## config.mk

```make
export PLATFORM = sky130hd
export DESIGN_NAME = shake_squeeze_reader
export DESIGN_NICKNAME = d
export VERILOG_FILES = /design/src/rtl/shake_squeeze_reader.sv
export SDC_FILE = /design/constraint.sdc
export NUM_CORES = 2
export LEC_CHECK = 0
export CELL_PAD_IN_SITES_DETAIL_PLACEMENT = 1
export CELL_PAD_IN_SITES_GLOBAL_PLACEMENT = 1
export CORE_AREA = 2 2 454 456
export CTS_CLUSTER_SIZE = 8
export DETAILED_ROUTE_END_ITERATION = 12
export DIE_AREA = 0 0 456 458
export PLACE_DENSITY_LB_ADDON = 0.1
export REMOVE_ABC_BUFFERS = 1
export SLEW_MARGIN = 20
export SYNTH_ARGS = -nofsm -noshare
export SYNTH_HDL_FRONTEND = slang
export SYNTH_SLANG_ARGS = --single-unit
```

## constraint.sdc

```tcl
create_clock -name clock -period 93.3 [get_ports clock]
set_input_delay 18.66 -clock clock [delete_from_list [all_inputs] [get_ports clock]]
set_output_delay 18.66 -clock clock [all_outputs]
set_load 0.005 [all_outputs]
```

## src/rtl/shake_squeeze_reader.sv

```systemverilog
// SHAKE256 squeeze-side reader: captures rate blocks into a 2-deep FIFO and streams words over valid/ready.
// Define SQUEEZE_BYTESWAP_EN to byte-reverse each output word (little-endian lane order).
module shake_squeeze_reader #(
   parameter int unsigned RATE   = 1088,
   parameter int unsigned WORD_W = 64,
   parameter int unsigned LEN_W  = 16
) (
   input  logic              clock,
   input  logic              reset,
   input  logic              start,
   input  logic [LEN_W-1:0]  out_words,
   input  logic              squeezed,
   input  logic [RATE-1:0]   hash,
   output logic [WORD_W-1:0] m_data,
   output logic              m_valid,
   input  logic              m_ready,
   output logic              m_last,
   output logic              active,
   output logic              overflow,
   output logic              done
);
   localparam int unsigned WORDS = RATE / WORD_W;
   localparam int unsigned IDX_W = (WORDS > 1) ? $clog2(WORDS) : 1;
   localparam logic [IDX_W-1:0] LAST_IDX = IDX_W'(WORDS - 1);

   typedef enum logic {IDLE, RUN} state_t;
   state_t state, state_nx;

   logic              sq_q;
   logic              cap, hs, pop, push, finish, accept_start, zero_start;
   logic [1:0]        count;
   logic              rd_ptr, wr_ptr;
   logic [RATE-1:0]   mem [2];
   logic [IDX_W-1:0]  w;
   logic [LEN_W-1:0]  remaining;
   logic              ovf_q, done_q;
   logic [RATE-1:0]   shifted;
   logic [WORD_W-1:0] slice, word_out;

   assign cap          = squeezed & ~sq_q;
   assign hs           = m_valid & m_ready;
   assign finish       = hs & m_last;
   assign pop          = hs & (w == LAST_IDX);
   // A full FIFO still accepts when the head is popped in the same cycle.
   assign push         = cap & (state == RUN) & ((count != 2'd2) | pop);
   assign accept_start = (state == IDLE) & start & (out_words != '0);
   assign zero_start   = (state == IDLE) & start & (out_words == '0);
   assign overflow     = ovf_q;
   assign done         = done_q;

   always_ff @(posedge clock or negedge reset) begin
      if (!reset) state <= IDLE;
      else        state <= state_nx;
   end

   always_comb begin
      state_nx = state;
      case (state)
         IDLE: if (accept_start) state_nx = RUN;
         RUN:  if (finish)       state_nx = IDLE;
         default:                state_nx = IDLE;
      endcase
   end

   always_comb begin
      active  = (state == RUN);
      m_valid = active && (count != 2'd0);
      m_last  = m_valid && (remaining == LEN_W'(1));
      m_data  = '0;
      if (m_valid) m_data = word_out;
   end

   always_comb begin
      shifted  = mem[rd_ptr] << (32'(w) * WORD_W);
      slice    = shifted[RATE-1 -: WORD_W];
      word_out = '0;
`ifdef SQUEEZE_BYTESWAP_EN
      for (int unsigned b = 0; b < WORD_W / 8; b++)
         word_out[b*8 +: 8] = slice[(WORD_W/8 - 1 - b)*8 +: 8];
`else
      word_out = slice;
`endif
   end

   always_ff @(posedge clock) begin
      if (push && !finish) mem[wr_ptr] <= hash;
   end

   always_ff @(posedge clock or negedge reset) begin
      if (!reset) begin
         sq_q      <= 1'b0;
         count     <= '0;
         rd_ptr    <= 1'b0;
         wr_ptr    <= 1'b0;
         w         <= '0;
         remaining <= '0;
         ovf_q     <= 1'b0;
         done_q    <= 1'b0;
      end else begin
         sq_q   <= squeezed;
         done_q <= finish | zero_start;
         if (accept_start) begin
            remaining <= out_words;
            ovf_q     <= 1'b0;
            w         <= '0;
            count     <= '0;
            rd_ptr    <= 1'b0;
            wr_ptr    <= 1'b0;
         end else if (state == RUN) begin
            if (finish) begin
               // Final word: flush everything, any concurrent capture is discarded.
               remaining <= remaining - 1'b1;
               w         <= '0;
               count     <= '0;
               rd_ptr    <= 1'b0;
               wr_ptr    <= 1'b0;
            end else begin
               if (hs) begin
                  remaining <= remaining - 1'b1;
                  w         <= pop ? '0 : w + 1'b1;
               end
               if (push) wr_ptr <= ~wr_ptr;
               if (pop)  rd_ptr <= ~rd_ptr;
               count <= count + {1'b0, push} - {1'b0, pop};
               if (cap && !push) ovf_q <= 1'b1;
            end
         end
      end
   end
endmodule
```

==> metrics <==
outcome finished, final reports clean; CP peak stage delay 980 ps; asr flop ratio synth 1.32%; Data arrival, critical path 6920 ps; filler cell count 18300; clk sinks 2205; Max IR drop VDD 17.8 uV; max-cap viol count 0; FF-to-FF Start w[3]; Final Util 53.1%; Max Fclk 39.1 MHz; Period minus WS final 25580 ps; Ports 1178; internal power 0.00216 W; post_cts resized 0; Worst slew margin 19.9%; DR iter-0 viols 4210; LEAKAGE 33.7 nW; Placed Instance Area 99400 um2; number of global-route vias before repair 50300; Post CTS Setup Buffer Count 0; first-pass GRT wire length 372000 um; DR WL/cell 31.8 um; flop and latch count out of synthesis 2205; Mean Syn Cell Area 19.9 um2; clock skew 48.8 ps; Setup crit start rd_ptr; Setup CP Type register to primary output; Remaining DRCs 0; measured slew at the worst slew-check pin 1200 ps; die height 458 um; cell mode on critical path buf_4; sequential fraction of design power 41.7%; pre-CTS WS 67940 ps; gr ovfl total 0; total track usage 25.2%; Worst Path Max Fanout 49; sequential share of the synthesized area 78.0%; Clk pwr share 33.8%; CTS tree built; worst skew pair latency 900 ps; Synth Instances 4253; commonest non-fill, non-tap cell in the layout edfxtp_1; worst setup margin 67720 ps; Min-Delay Path Class register to register; via-per-instance ratio 5.62; final instance area 108000 um2; port bufs 1177; Post-Route WL 268000 um; CTS Hold Bufs 0; setup_tns 0 ps; final setup vio count 0; FF-to-FF setup slack 85030 ps; crit share post-route 27.4%; Worst EP required 74640 ps; Cell Pwr Density 28.0 nW/um2; Psw 0.000871 W; Setup crit end m_data[51]; highest-count cells in the layout ignoring fill and taps edfxtp_1, clkdlybuf4s50_1, mux2i_1; DP Wirelength 175000 um; largest net degree at the start of global routing 160; R2R depth 12; Synth warnings 0; r2r endpoint mem[0][49]; crit start category register; CP max-delay cell dfrtp_4; Initial Util 41.6%; RD Place Congestion 0.811; layout cells sized above 1 12.2%; Die ar. 209000 um2; Core ar. 204000 um2; worst path cell trace buf_4, buf_4, buf_4, buf_4, mux4_2, a221oi_1, nand3_1, o2bb2ai_1, clkdlybuf4s50_1; vias 47400; Area Growth Syn to Fin 27.8%; Routed Antenna Nets 0; H-tree levels 5; RSZ-0062 raised after global routing false; drt pass-1 iters 7; Syn Std Cell Area 84700 um2; Root Driver clkbuf_16; Final Slew Violations 0; Worst-path clk slew 50 ps; Post-synth EDFFs 2176; row cnt 166; crit end category primary output; Yosys cell types 58; top_reg_cell synth edfxtp_1; DIE WIDTH 456 um; NumNets Final 6713; initial antenna violation count 204; switch share 28.8%; cts bufs inserted 326; Logic pwr share 24.5%; clk buf depth 4; Hold Fails Final Rpt 0
cells by family after synthesis:
logic type / after synthesis / share of synthesized area (%)
AOI/OAI and AO/OA: 512 / 4.23
xor gates and xnor gates: 7 / 0.0724
adders and majority gates: 6 / 0.0886
buffers and inverters: 247 / 1.50
DFF: 2205 / 78.0
muxes: 853 / 13.6
and+or+nand+nor: 423 / 2.50
cell usage after synthesis, types with 49 or more instances:
master,count,area (um2)
mux2i_1,613,6140
buf_2,49,245
buf_4,60,450
edfxtp_1,2176,65300
nand4_1,58,363
nand2_1,148,556
o2bb2ai_1,49,429
a22oi_1,279,2090
clkbuf_1,104,390
nand3_1,150,751
a21oi_1,112,561
mux4_2,240,5410
worst max-delay path, delay by kind of cell, from the launching register on:
| kind | cells | cell delay [ps] |
|---|---|---|
| AO/OA/AOI/OAI | 2 | 510 |
| buffers and inverters | 5 | 3630 |
| flip-flops | 1 | 980 |
| multiplexers | 1 | 580 |
| AND/OR/NAND/NOR | 1 | 230 |
cell type report:
class | instances | area [um2] | share of cell area [%]
inverters | 10 | 37.5 | 0.0347
clock inverters | 9 | 106 | 0.0982
flip-flops and latches | 2205 | 66100 | 61.0
well taps | 2688 | 3360 | 3.11
repair buffers | 1254 | 12500 | 11.5
multi-input cells | 1801 | 17500 | 16.2
diodes | 92 | 230 | 0.213
clock buffers | 364 | 8450 | 7.80
metal layers:
metal  vias to the layer above  global-route usage, %  wire length (um)
met2                      1753                   42.2            138000
li1                      20300                      -                 -
met4                        88                   14.0             12200
met3                       645                   5.78             16400
met1                     24600                   30.3            101000
met5                         -                      0               540
through the flow:
step	std cells	total power, W	hold slack [ps]
floorplan	4016	0.00219	477
global placement	7955	0.00202	474
detailed placement	7955	0.00203	479
CTS	8328	0.00306	489
global route	8412	0.00315	547
finish	8423	0.00303	487
worst min-delay path by stage:
| stage | endpoint | from | depth (start not counted) | slack [ps] |
|---|---|---|---|---|
| after floorplan | remaining[14] | remaining[14] | 1 | 480 |
| after global placement | overflow | overflow | 1 | 470 |
| after detailed placement | overflow | overflow | 1 | 480 |
| after CTS | overflow | overflow | 1 | 490 |
| after global routing | overflow | overflow | 1 | 550 |
| final | overflow | overflow | 1 | 490 |
power by group through the flow:
stage                     Clock, W  Combinational, W  Sequential, W
after floorplan                  0          0.000711        0.00148
after detailed placement         0          0.000752        0.00128
after global routing       0.00108          0.000790        0.00127
final                      0.00102          0.000741        0.00126
after global placement           0          0.000747        0.00128
after CTS                  0.00105          0.000755        0.00126
registers in the layout (all words and copies together), names as in the netlist:
| register | cells |
|---|---|
| sq_q | 1 |
| remaining | 16 |
| wr_ptr | 1 |
| rd_ptr | 1 |
| active | 1 |
| w | 5 |
| done | 1 |
| overflow | 1 |
| count | 2 |
| mem | 2176 |
Note: power is estimated with default switching activity, not from simulation.
